$ cat config.mk
export PLATFORM = sky130hd
export DESIGN_NAME = instr_encoder_loader
export DESIGN_NICKNAME = d
export VERILOG_FILES = /design/src/rtl/instr_encoder_loader.sv
export SDC_FILE = /design/constraint.sdc
export NUM_CORES = 1
export LEC_CHECK = 0
export BUFFER_PORTS_ARGS = -buffer_cell sky130_fd_sc_hd__buf_2
export CAP_MARGIN = 10
export CORE_ASPECT_RATIO = 1.2
export CORE_UTILIZATION = 46
export CTS_BUF_LIST = sky130_fd_sc_hd__clkbuf_8
export CTS_CLUSTER_SIZE = 12
export DETAILED_ROUTE_END_ITERATION = 8
export GPL_TIMING_DRIVEN = 1
export PLACE_DENSITY = 0.79
export SLEW_MARGIN = 10
export SYNTH_ARGS = -nofsm -noshare
export SYNTH_HDL_FRONTEND = slang
export SYNTH_SLANG_ARGS = --single-unit
$ cat constraint.sdc
create_clock -name clk -period 1.88 [get_ports clk]
set_clock_uncertainty 0.05 [all_clocks]
set_input_delay 0.282 -clock clk [delete_from_list [all_inputs] [get_ports clk]]
set_output_delay 0.282 -clock clk [all_outputs]
set_load 0.05 [all_outputs]
$ cat src/rtl/instr_encoder_loader.sv
// Packs decoded RV32I fields into instruction words, range-checks the immediate,
// and streams valid words into instruction memory starting at BASE_ADDR.
module instr_encoder_loader #(
    parameter int unsigned       ADDR_W    = 8,
    parameter logic [ADDR_W-1:0] BASE_ADDR = '0
) (
    input  logic              clk,
    input  logic              rst_n,
    input  logic              start,
    input  logic              in_valid,
    output logic              in_ready,
    input  logic [2:0]        fmt,
    input  logic [6:0]        opcode,
    input  logic [2:0]        funct3,
    input  logic [6:0]        funct7,
    input  logic [4:0]        rd,
    input  logic [4:0]        rs1,
    input  logic [4:0]        rs2,
    input  logic [31:0]       imm,
    output logic              mem_we,
    output logic [ADDR_W-1:0] mem_addr,
    output logic [31:0]       mem_wdata,
    output logic [ADDR_W:0]   word_count,
    output logic              done,
    output logic              err,
    output logic [1:0]        err_code
);

    localparam logic [1:0] S_IDLE = 2'd0;
    localparam logic [1:0] S_LOAD = 2'd1;
    localparam logic [1:0] S_FULL = 2'd2;

    localparam logic [ADDR_W:0] LAST_COUNT = {1'b0, {ADDR_W{1'b1}}};

    localparam logic [1:0] E_NONE  = 2'd0;
    localparam logic [1:0] E_RANGE = 2'd1;
    localparam logic [1:0] E_ODD   = 2'd2;
    localparam logic [1:0] E_FMT   = 2'd3;

    logic [1:0]      state;
    logic [31:0]     enc_word;
    logic [1:0]      chk_code;
    logic            accept;
    logic [ADDR_W:0] committed;

    logic fits_12;
    logic fits_13;
    logic fits_21;

    // Signed-range checks: all bits above the field's sign bit must match it.
    assign fits_12 = (&imm[31:11]) | ~(|imm[31:11]);
    assign fits_13 = (&imm[31:12]) | ~(|imm[31:12]);
    assign fits_21 = (&imm[31:20]) | ~(|imm[31:20]);

    always_comb begin
        enc_word = '0;
        chk_code = E_NONE;
        case (fmt)
            3'd0: enc_word = {funct7, rs2, rs1, funct3, rd, opcode};
            3'd1: begin
                enc_word = {imm[11:0], rs1, funct3, rd, opcode};
                if (!fits_12) chk_code = E_RANGE;
            end
            3'd2: begin
                enc_word = {imm[11:5], rs2, rs1, funct3, imm[4:0], opcode};
                if (!fits_12) chk_code = E_RANGE;
            end
            3'd3: begin
                enc_word = {imm[12], imm[10:5], rs2, rs1, funct3, imm[4:1], imm[11], opcode};
                if (imm[0])        chk_code = E_ODD;
                else if (!fits_13) chk_code = E_RANGE;
            end
            3'd4: begin
                enc_word = {imm[31:12], rd, opcode};
                if (|imm[11:0]) chk_code = E_RANGE;
            end
            3'd5: begin
                enc_word = {imm[20], imm[10:1], imm[11], imm[19:12], rd, opcode};
                if (imm[0])        chk_code = E_ODD;
                else if (!fits_21) chk_code = E_RANGE;
            end
            default: chk_code = E_FMT;
        endcase
    end

    assign in_ready  = (state == S_LOAD) & ~start;
    assign accept    = in_valid & in_ready;
    assign done      = (state == S_FULL);
    // Count as it will stand after any pending write commits at this edge.
    assign committed = word_count + (ADDR_W+1)'(mem_we);

    always_ff @(posedge clk or negedge rst_n) begin
        if (!rst_n) begin
            state      <= S_IDLE;
            mem_we     <= 1'b0;
            mem_addr   <= BASE_ADDR;
            mem_wdata  <= '0;
            word_count <= '0;
            err        <= 1'b0;
            err_code   <= E_NONE;
        end else if (start) begin
            state      <= S_LOAD;
            mem_we     <= 1'b0;
            mem_addr   <= BASE_ADDR;
            word_count <= '0;
            err        <= 1'b0;
            err_code   <= E_NONE;
        end else begin
            mem_we <= 1'b0;
            if (mem_we) begin
                mem_addr   <= mem_addr + ADDR_W'(1);
                word_count <= word_count + (ADDR_W+1)'(1);
            end
            if (accept) begin
                if (chk_code != E_NONE) begin
                    err <= 1'b1;
                    if (!err) err_code <= chk_code;
                end else begin
                    mem_we    <= 1'b1;
                    mem_wdata <= enc_word;
                    if (committed == LAST_COUNT) state <= S_FULL;
                end
            end
        end
    end

endmodule
# After elaboration in Yosys (flattened, before gate mapping)
# Cells that the tools add are included.
[totals]
wordCells = 74
latchBits = 0
romBits = 0
out_inout_bits = 55
ramBits = 0
register_bits = 55
inputBits = 71
n_memories = 0
[op_classes]
div_mod_pow = 0
magnitude_cmp = 0
mux = 26
reduce_logical = 18
multipliers = 0
shifts = 0
n_eq_ne = 10
n_bitwise = 10
addsub = 3
[op_table]
columns = ["operator", "count"]
rows = [
  ["$pmux W32 S6", 1],
  ["$reduce_or A12 Y1", 2],
  ["$reduce_and A21 Y1", 1],
  ["$reduce_or A21 Y1", 1],
  ["$mux W2", 10],
  ["$reduce_and A20 Y1", 1],
  ["$reduce_or A20 Y1", 1],
  ["$mux W9", 2],
  ["$mux W8", 2],
  ["$reduce_and A12 Y1", 1],
  ["$mux W1", 10],
  ["$pmux W2 S5", 1],
  ["$reduce_bool A2 Y1", 5],
  ["$add A9 B1 Y9", 1],
  ["$add A9 B1 Y9 const B", 1],
  ["$eq A9 B8 Y1 const B", 1],
  ["$reduce_and A3 Y1", 3],
  ["$add A8 B1 Y8 const B", 1],
  ["$eq A3 B2 Y1 const B", 2],
  ["$eq A3 B3 Y1 const B", 2],
  ["$not A1 Y1", 5],
  ["$ne A2 B2 Y1 const B", 2],
  ["$eq A3 B1 Y1 const B", 1],
  ["$logic_not A3 Y1", 1],
  ["6 further kinds", 9],
]

# Logic depth before layout (Yosys ltp)
# Gate-level depths: netlist (run 1).
[depth]
word_depth = 10
mapped_depth = 8
depth_no_buf = 6

# Least setup slack after synthesis (run 1)
# Ideal clock, no wire load.
[synth_path]
path_kind = "register to register"
start = "register state[1]"
end = "register mem_wdata[12]"
arrival_ns = 2.868
path_buffers = 1
path_stages_with_launch = 6
slack_ns = -1.163
period_less_slack_ns = 3.043
t_required_ns = 1.705
cell_sequence = "dfrtp_1 -> nor3b_1 -> nand2_1 -> nor3_4 -> buf_12 -> mux2_4"
[synth_between]
elab_chain_len = 4
[synth_rtl]
columns = ["item", "line_no", "source"]
rows = [
  ["start: declaration", "40", "logic [1:0] state;"],
  ["start signal: assignment", "94", "state <= S_IDLE;"],
  ["start signal: assignment", "102", "state <= S_LOAD;"],
  ["start signal: assignment", "121", "if (committed == LAST_COUNT) state <= S_FULL;"],
  ["$eq A2 B1 Y1", "86", "assign in_ready = (state == S_LOAD) & ~start;"],
  ["$and A1 B1 Y1", "86", ""],
  ["named net in_ready", "11", "output logic in_ready,"],
  ["$and A1 B1 Y1", "87", "assign accept = in_valid & in_ready;"],
  ["$reduce_and A3 Y1 (no source line)", "--", ""],
  ["end signal: assignment", "120", "mem_wdata <= enc_word;"],
  ["end: declaration", "22", "output logic [31:0] mem_wdata,"],
]
# The timed path passes the listed nets, and every way through them passes these cells.
# A chain may end at the register's enable or synchronous reset.

# Final worst setup path (run 1)
[layout_path]
start = "input imm[24]"
end = "register mem_wdata[9]"
[layout_between]
elab_chain_len = 9
[layout_rtl]
columns = ["item", "line_no", "source"]
rows = [
  ["start: declaration", "19", "input logic [31:0] imm,"],
  ["$reduce_or A20 Y1 / $reduce_or A12 Y1 (equally long branches)", "52, 53", ""],
  ["$not A1 Y1, on equally long branches", "52, 53", ""],
  ["$or A1 B1 Y1, on equally long branches", "52, 53", ""],
  ["$mux W1, on equally long branches", "71, 80", ""],
  ["$mux W2, on equally long branches", "70, 79", ""],
  ["$pmux W2 S5 *", "58", "case (fmt)"],
  ["$reduce_bool A2 Y1 *", "115", "if (chk_code != E_NONE) begin"],
  ["$not A1 Y1 (no source line) *", "--", ""],
  ["$reduce_and A3 Y1 (no source line) *", "--", ""],
]
# Every way passes the cells marked *; elsewhere a longest branch is shown, timed or not.

==> results of run 1 <==
==> final timing paths <==
path | startpoint | endpoint
max in group asynchronous | rst_n | word_count[8]$_DFFE_PN0P_
min in group asynchronous | rst_n | mem_wdata[13]$_DFFE_PN0P_
min | opcode[2] | mem_wdata[2]$_DFFE_PN0P_
max | imm[24] | mem_wdata[9]$_DFFE_PN0P_
min reg2reg | mem_wdata[16]$_DFFE_PN0P_ | mem_wdata[16]$_DFFE_PN0P_
max reg2reg | state[1]$_DFFE_PN0P_ | mem_wdata[9]$_DFFE_PN0P_
==> cell families (layout without fill, tap and decap cells) <==
| kind of cell | Yosys count | after routing | share of synthesized area |
|---|---|---|---|
| buffers and inverters | 37 | 216 | 0.0604 |
| adder cells (fa/ha/maj) | 4 | 4 | 0.0157 |
| XOR/XNOR | 16 | 16 | 0.0439 |
| AND/OR/NAND/NOR | 104 | 104 | 0.153 |
| multiplexers | 44 | 44 | 0.172 |
| flip-flops | 55 | 55 | 0.431 |
| AO/OA/AOI/OAI | 61 | 61 | 0.123 |
==> what timing repair did <==
item                                    CTS  global route
endpoints found under the hold margin    20             0
pin swaps                                 3             3
hold buffers                              1             0
cloned                                    1             1
endpoints found under the setup margin   34            34
buffers inserted                          3             3
resized for setup                        22             8
==> report_power, final <==
part	total (mW)	switching, mW	internal [mW]
clock	0.691	0.421	0.270
combinational	1.76	1.17	0.598
sequential	1.53	0.131	1.40
total	3.98	1.72	2.27
==> worst min-delay path: stages <==
cell     delay (ns)
buf_2          0.10
nand2_1        0.04
mux2i_1        0.06
==> cell type report <==
cell class	count	area [um2]	share of cell area
Tap cell	85	106	0.0230
Multi-Input combinational cell	229	1740	0.376
Timing Repair Buffer	188	1230	0.266
Clock buffer	5	68.8	0.0149
Inverter	20	75.1	0.0163
Sequential cell	55	1380	0.298
Clock inverter	3	23.8	0.00515
==> stage by stage <==
step,util,total power [mW],instances,TNS [ns]
3_3_place_gp,0.651,3.23,568,-14.05
3_5_place_dp,0.651,3.26,568,-16.52
6_report,0.703,3.98,585,-2.69
4_1_cts,0.690,3.98,581,-0.197
5_1_grt,0.703,4.16,585,-5.86
2_1_floorplan,-,2.73,321,-9.00
==> sequential cells by signal, indices dropped and copies added (netlist names) <==
name,cells
state,2
mem_we,1
mem_addr,8
err,1
word_count,9
mem_wdata,32
err_code,2
==> cells in the final DEF (no fill, tap or decap), drive strengths merged, types with 3 or more instances in the layout <==
master and n:
nor2b 3, buf 186, nor4 8, nand3 8
clkbuf 6, mux2i 17, xnor2 7, a21oi 11
a22oi 5, inv 20, nor3 5, mux2 27
dfrtp 55, xor2 9, nand2 34, a22o 6
o21ai 26, nor2 31, ha 4, or3 3
nand4 9, a31oi 3
==> per-layer routing <==
metal	global-route usage	share of wire
met2	0.455	0.52
met3	0.0449	0.045
met5	0	0
met4	0.0694	0.015
met1	0.310	0.42
==> metrics, run 1 <==
min Tclk post-route=1.99 ns; vias in the first global route=3076; RSZ-0062 raised after global routing=true; vias post-DR=3094; area leader, netlist=dfrtp_1; CTS H-tree depth=2; Crit. path cell count=9; Slew Limit Fails=0; most frequent cell after synthesis=dfrtp_1; CTS Buf Count=5; Worst Hold Slack=0.148 ns; gr ovfl total=0; Die ar.=7280 um2; element type at the critical path end=register; DRT Pass-1 Iters=4; Detailed Route WL=8.83 mm; crit start category=input port; CP max FO=7; ys flop type=dfrtp_1; DRC Markers=0; Synth cell types=41; register bit count reported by yosys=55; CTS tree=done; Least-Margin Pin Slew=0.525 ns; failing checks=negative setup slack; antenna fix cells=0; Post-Syn Area=3190 um2; top post-synthesis cells by count=dfrtp_1 (55), nand2_1 (34), nor2_1 (31), o21ai_0 (26), mux2_4 (20); Max transition margin=0.650; status=complete, but fails checks; first-pass GRT wire length=14.4 mm; fillers=491; Worst R2R Path Depth=6; worst-skew pair later-pin latency=0.31 ns; width of the die=78.0 um; Die Y=93.3 um; net count after synthesis=396; clock root buffer=clkbuf_8; Crit path top cell by count=o221ai_4; Crit-path slowest cell=or3_4; antenna violations before repair=0; DP Wirelength=6.59 mm; Synth top area share=0.431; DP Area=4270 um2; Final Wtd Congestion=0.857; Arrival @ worst endpoint=2.15 ns; Area Growth Syn to Fin=44.6%; ys async rst share=1.00; Power Dens Cells=863 nW/um2; Seq/Total Area, Yosys=0.431; layout cells sized above 1=0.480; mean post-synth cell area=9.94 um2; design area=4620 um2; Peak supply drop=0.000748 V; vias per inst=5.29; worst reg2reg setup slack=0.14 ns; Crit path largest cell delay=0.44 ns; CP delay by family, top=simple AND/OR/NAND/NOR gates; count of final setup violators=34; leakage power=2.33 nW; cells after synthesis=321; dpl ws=-0.507 ns; post-route setup slack=-0.112 ns; worst path cell trace=buf_8, nand4_1, or3_4, o221ai_4, o221ai_4, nor3_4, buf_6, buf_12, mux2_2; fin crit share=1.06; row cnt=32; Max Cap Viol=0; Yosys warnings=0; Post-DRT Antenna Nets=0; Max Buffers Root-to-Sink=2; core area=6570 um2; Clock Pin Slew Worst Setup and Hold Paths=0.11 ns; DR WL/cell=15.1 um; IO Pins=126; initial core utilization=0.486; Final #Nets=574; Hold Crit Depth=3; kind of critical path=in -> reg; total track usage=0.253; Post-synth EDFFs=0; Final Hold Vio Count=0; initial DRC count=139; Clock Sink Count=55; Worst EP required=2.04 ns; Max Freq=502 MHz; largest net degree at the start of global routing=36; top cells by area, synth=dfrtp_1 (43%), mux2_4 (9.4%), mux2i_1 (5.3%); Worst Hold Class=in -> reg; Buffers on Ports=125; WP buf/inv=3
No activity file was read; power rests on OpenSTA's default activity.
==> run 2: changes to the inputs <==
Settings changed: ABC_AREA set to 1, CORE_MARGIN set to 10.
==> run 2 against run 1 <==
Compared with the run above: the flow now finishes without violations; combinational power shrank 8%; global-route usage shrank 7.5 points; power shrank 2.1%; first-iteration DRC count grew 17%; flip-flop and latch count is the same; critical path type is now reg -> reg; largest power group unchanged; highest routed layer unchanged.
==> metrics, run 2 <==
status=completed; core area=6900 um2 (+5.0%); largest net degree at the start of global routing=56 (+56%); ys flop type=dfrtp_1; IO Pins=126 (unchanged); worst path cell trace=ha_1, ha_1, nand2_1, nor4_2, nand4_1, nand2_1, nand2_1; Synth top area share=0.420 (-0.0107); ys async rst share=1.00 (unchanged); Finished Layout Cells=677 (+16%); initial DRC count=162 (+17%); Detailed Route WL=10.1 mm (+14%); Crit. path cell count=7 (-2); antenna violations before repair=0 (unchanged); Synth cell types=34 (-17%); most frequent cells in the layout=nand2_1 (140), buf_2 (125), dfrtp_1 (55); kind of critical path=reg -> reg; Post-Syn Area=3270 um2 (+2.5%); fin crit share=0.911 (-0.148); WP buf/inv=0 (-3); gr ovfl total=0 (unchanged); row cnt=33 (+3.1%); Peak supply drop=0.000542 V (-28%); net switching power=1.71 mW (-0.39%); Switching Fraction=0.439 (+0.00775); Post-synth EDFFs=0 (unchanged); Worst Hold Class=in -> reg; vias post-DR=3471 (+12%); mean post-synth cell area=7.36 um2 (-26%); width of the die=97.0 um (+24%); Worst R2R Path Depth=7 (+1); Max Buffers Root-to-Sink=2 (unchanged); Final #Nets=665 (+16%); commonest non-fill, non-tap cell in the layout=nand2_1; CP delay by family, top=simple AND/OR/NAND/NOR gates; DR WL/cell=14.9 um (-1.1%); worst-skew pair later-pin latency=0.31 ns (about the same); Power Dens Cells=914 nW/um2 (+5.9%); Area Growth Syn to Fin=30.4%; Crit path top cell by count=nand2_1; Die Y=112 um (+21%); total track usage=0.178 (-0.0750); CTS H-tree depth=2 (unchanged); register bit count reported by yosys=55 (unchanged); placed insts=669 (+18%); Max transition margin=0.728 (+0.0778); element type at the critical path end=register; DRC Markers=0 (unchanged); Buffers on Ports=125 (unchanged); Int Pwr=2.19 mW (-3.5%); Seq/Total Area, Yosys=0.420 (-0.0107); antenna fix cells=0 (unchanged); CTS tree=done; Worst EP required=2.03 ns (about the same); count of final setup violators=0 (-100%); layout cells sized above 1=0.324 (-0.156); CP max FO=4 (-3); DP Wirelength=8.46 mm (+28%); Critical R2R Capture=state[0]$_DFFE_PN0P_; clock root buffer=clkbuf_8; min Tclk post-route=1.71 ns (-0.279 ns); top post-synthesis cells by count=nand2_1 (140), dfrtp_1 (55), nor2_1 (49), nand3_1 (37), inv_1 (35); Final Wtd Congestion=0.911 (+6.3%); vias per inst=5.13 (-3.1%); Die ar.=10900 um2 (+50%); Crit path largest cell delay=0.44 ns (about the same); CTS Buf Count=5 (unchanged); Largest register FFs=32 (unchanged); Clock Sink Count=55 (unchanged); TNS Setup=0 ns (+2.69 ns); Crit-path slowest cell=dfrtp_1; crit start category=register; combinational power share=0.416 (-0.027); most frequent cell after synthesis=nand2_1; initial core utilization=0.475 (-0.0114); vias in the first global route=3471 (+13%); worst reg2reg setup slack=0.17 ns (+0.03 ns); Clk pwr share=0.194 (+0.021); reg-to-reg critical path startpoint=word_count[0]$_DFFE_PN0P_; Sequential Power Share=0.390 (+0.006); Least-Margin Pin Slew=0.406 ns (-0.119 ns); min-delay src=opcode[6]; Clock Pin Slew Worst Setup and Hold Paths=0.09 ns (-0.02 ns); Reg with most FFs=mem_wdata; Setup crit start=word_count[0]$_DFFE_PN0P_; first-pass GRT wire length=16.5 mm (+15%); RSZ-0062 raised after global routing=false; final core occ=0.619 (-0.0842); area leader, netlist=dfrtp_1; Arrival @ worst endpoint=1.86 ns (-0.29 ns); Worst Setup EP=state[0]$_DFFE_PN0P_; Post-DRT Antenna Nets=0 (unchanged); DRT Pass-1 Iters=4 (unchanged); Max Cap Viol=0 (unchanged); cells after synthesis=445 (+39%); Final Hold Vio Count=0 (unchanged); top cells by area, synth=dfrtp_1 (42%), nand2_1 (16%), nand3_1 (5.7%); postcts setup bufs=0 (-3); biggest regs=mem_wdata x32, word_count x9, mem_addr x8; net count after synthesis=520 (+31%); Slew Limit Fails=0 (unchanged); Max Freq=584 MHz (+16%); leakage power=2.38 nW (+2.1%); Yosys warnings=0 (unchanged)
-- run 2: cell families after synthesis --
logic type / after synthesis / share of synthesized area
AOI/OAI and AO/OA: 68 / 0.133
xor gates and xnor gates: 2 / 0.00535
adders and majority gates: 4 / 0.0153
buffers and inverters: 54 / 0.0761
DFF: 55 / 0.420
and+or+nand+nor: 262 / 0.349
-- run 2: worst register-to-register path: stages, from the launching register on --
cell     delay (ns)
dfrtp_1        0.44
ha_1           0.22
ha_1           0.28
nand2_1        0.06
nor4_2         0.27
nand4_1        0.16
nand2_1        0.08
nand2_1        0.04
-- run 2: area by class of cell --
type | count | area (um2)
Clock buffer | 5 | 68.8
Clock inverter | 2 | 33.8
Fill cell | 664 | 2630
Inverter | 42 | 158
Multi-Input combinational cell | 336 | 1660
Sequential cell | 55 | 1380
Tap cell | 87 | 109
Timing Repair Buffer | 150 | 866
-- run 2: metal layers --
| metal | track usage | wire (um) |
|---|---|---|
| met5 | 0 | 0 |
| met4 | 0.0788 | 307 |
| met2 | 0.319 | 5300 |
| met1 | 0.205 | 4020 |
| met3 | 0.0276 | 489 |
-- run 2: power by group through the flow --
stage | clock [mW] | sequential (mW) | combinational, mW
finish | 0.758 | 1.52 | 1.62
global placement | 0 | 1.53 | 1.60
CTS | 0.766 | 1.52 | 1.64
detailed placement | 0 | 1.54 | 1.64
global route | 0.810 | 1.55 | 1.74
floorplan | 0 | 2.24 | 0.413
-- run 2: stage by stage --
stage	setup slack (ns)	hold WS (ns)	total power, mW	instance area [um2]
after floorplan	0.0266	-0.0636	2.65	3280
after detailed placement	-0.00605	0.252	3.18	4150
after global placement	0.0532	0.249	3.13	4150
final	0.167	0.173	3.90	4270
after global routing	0.0302	0.182	4.10	4270
after CTS	0.109	0.168	3.93	4260
-- run 2: worst min-delay path by stage --
stage / endpoint / slack (ns) / cells past startpoint
3_5_place_dp: mem_wdata[4]$_DFFE_PN0P_ / 0.25 / 2
6_report: mem_wdata[6]$_DFFE_PN0P_ / 0.17 / 3
3_3_place_gp: mem_wdata[4]$_DFFE_PN0P_ / 0.25 / 2
5_1_grt: mem_wdata[6]$_DFFE_PN0P_ / 0.18 / 3
4_1_cts: mem_wdata[6]$_DFFE_PN0P_ / 0.17 / 3
2_1_floorplan: err$_DFFE_PN0P_ / -0.06 / 0
-- run 2: timing repair --
action,in CTS,in global routing
hold buffers,1,0
hold endpoints to repair,55,0
gates resized for setup,0,1
setup endpoints to repair,0,2
==> run 3: changes to the inputs <==
==> constraint.sdc (replaced) <==
create_clock -name clk -period 1.88 [get_ports clk]
set_clock_uncertainty 0.05 [all_clocks]
set_input_delay 0.376 -clock clk [delete_from_list [all_inputs] [get_ports clk]]
set_output_delay 0.376 -clock clk [all_outputs]
set_load 0.05 [all_outputs]
==> run 3 against run 2 <==
Compared with the run above: non-clock buffer count is 9 higher; highest routed layer unchanged; routed wire length down 1.6%; sequential share of layout area down 0.28 points; global-route usage fell by 0.22 points; critical endpoint unchanged; critical path type unchanged; clock-buffer cell count unchanged.
==> metrics, run 3 (synthesis gave the netlist of run 2 again) <==
DRC Markers=0 (unchanged); Max transition margin=0.674 (-0.0538); vias in the first global route=3423 (-1.4%); first-pass GRT wire length=16.4 mm (-0.58%); GRT met1 Usage=0.203 (-0.00162); WHS Endpoint=mem_wdata[0]$_DFFE_PN0P_; leakage power=2.41 nW (+1.2%); GR peak layer=met2; Least-Margin Pin Slew=0.486 ns (+0.0803 ns); dpl ws=-0.0689 ns (-0.0629 ns); vias per inst=5.01 (-2.3%); design area=4310 um2 (+0.88%); initial core utilization=0.475 (unchanged); initial DRC count=163 (+0.62%); Critical R2R Capture=state[0]$_DFFE_PN0P_; count of final setup violators=0 (unchanged); Final #Nets=674 (+1.4%); Worst Hold Slack=0.275 ns (+0.102 ns); vias post-DR=3430 (-1.2%); met3 GRT Util=0.0282 (+0.000613); Clock Sink Count=55 (unchanged); clock root buffer=clkbuf_8; Worst R2R Path Depth=7 (unchanged); Arrival @ worst endpoint=1.87 ns (about the same); layout cells sized above 1=0.333 (+0.00905); Post-DRT Antenna Nets=0 (unchanged); Slew Limit Fails=0 (unchanged); Buffers on Ports=125 (unchanged); Peak supply drop=0.000507 V (-6.4%); Worst Hold Class=in -> reg; Finished Layout Cells=685 (+1.2%); fin crit share=0.931 (+0.0202); CTS H-tree depth=2 (unchanged); commonest non-fill, non-tap cell in the layout=nand2_1; RSZ-0062 raised after global routing=false; kind of critical path=reg -> reg; Largest register FFs=32 (unchanged); min Tclk post-route=1.75 ns (+0.0379 ns); row cnt=33 (unchanged); largest net degree at the start of global routing=39 (-30%); most frequent cells in the layout=nand2_1 (140), buf_2 (125), dfrtp_1 (55); antenna fix cells=0 (unchanged); CTS tree=done; Reg with most FFs=mem_wdata; IO Pins=126 (unchanged); postcts setup bufs=0 (unchanged); DR WL/cell=14.5 um (-2.7%); placed insts=678 (+1.3%); Detailed Route WL=9.95 mm (-1.6%); min-delay src=opcode[0]; CP max FO=4 (unchanged); core area=6900 um2 (unchanged); Final Wtd Congestion=0.923 (+1.4%); Tot Pwr=3.75 mW (-3.9%); Final Hold Vio Count=0 (unchanged); DP Area=4220 um2 (+1.6%); Clock Pin Slew Worst Setup and Hold Paths=0.10 ns (about the same); crit start category=register; Power Dens Cells=870 nW/um2 (-4.7%); status=completed; Die ar.=10900 um2 (unchanged); width of the die=97.0 um (unchanged); worst reg2reg setup slack=0.13 ns (-0.04 ns); DRT Pass-1 Iters=4 (unchanged); antenna violations before repair=0 (unchanged); Max Cap Viol=0 (unchanged); gr ovfl total=0 (unchanged); Die Y=112 um (unchanged); Max Buffers Root-to-Sink=2 (unchanged); Worst EP required=2.00 ns (-0.03 ns); total track usage=0.176 (-0.00224); worst-skew pair later-pin latency=0.30 ns (about the same); element type at the critical path end=register; post-route setup slack=0.129 ns (-0.0379 ns); global-route met2 utilization=0.324 (+0.00491); reg-to-reg critical path startpoint=word_count[0]$_DFFE_PN0P_; DP Wirelength=8.36 mm (-1.1%); CTS Buf Count=5 (unchanged); Max Freq=571 MHz (-2.2%); biggest regs=mem_wdata x32, word_count x9, mem_addr x8; Hold Crit Depth=3 (unchanged); Area Growth Syn to Fin=31.5%
-- run 3: cell count changes in the layout (fill, tap and decap cells not counted), sizes merged --
cell,previous run,this run
buf,149,158
bufinv,1,0
-- run 3: power breakdown --
part	switching, mW	internal (mW)	total (mW)
Clock	0.354	0.244	0.598
Sequential	0.134	1.38	1.52
Combinational	1.20	0.432	1.63
-- run 3: critical path, cell delays in order (launching register included) --
cell and delay (ns):
dfrtp_1 0.44, ha_1 0.23, ha_1 0.29, nand2_1 0.06
nor4_2 0.27, nand4_1 0.15, nand2_1 0.08, nand2_1 0.04
-- run 3: how the worst max path moves through the flow --
stage / start / end / slack, ns / depth (start not counted)
after floorplan: mem_we$_DFF_PN0_ / state[0]$_DFFE_PN0P_ / 0.03 / 7
after global placement: imm[15] / mem_wdata[31]$_DFFE_PN0P_ / -0.03 / 13
after detailed placement: imm[15] / mem_wdata[7]$_DFFE_PN0P_ / -0.07 / 13
after CTS: word_count[0]$_DFFE_PN0P_ / state[0]$_DFFE_PN0P_ / 0.09 / 7
after global routing: word_count[0]$_DFFE_PN0P_ / state[0]$_DFFE_PN0P_ / 0.007 / 7
final: word_count[0]$_DFFE_PN0P_ / state[0]$_DFFE_PN0P_ / 0.13 / 7
-- run 3: layout make-up --
| type | instances | area [um2] |
|---|---|---|
| clock buffers | 5 | 68.8 |
| flip-flops and latches | 55 | 1380 |
| well taps | 87 | 109 |
| fillers | 659 | 2590 |
| repair buffers | 159 | 933 |
| clock inverters | 1 | 3.75 |
| inverters | 42 | 158 |
| multi-input cells | 336 | 1660 |
-- run 3: timing repair --
item | in CTS | in global routing
setup endpoints to repair | 0 | 1
hold buffers | 1 | 0
resized for setup | 0 | 1
endpoints found under the hold margin | 17 | 0
-- run 3: per-layer routing --
metal | share of wire | vias to the layer above
li1 | - | 1757
met1 | 0.41 | 1547
met2 | 0.52 | 110
met3 | 0.050 | 16
met4 | 0.018 | 0
met5 | 0 | -
-- run 3: through the flow --
| stage | setup TNS (ns) | util |
|---|---|---|
| after floorplan | 0 | - |
| after CTS | 0 | 0.623 |
| final | 0 | 0.624 |
| after global routing | 0 | 0.624 |
| after detailed placement | -1.48 | 0.612 |
| after global placement | -0.579 | 0.612 |
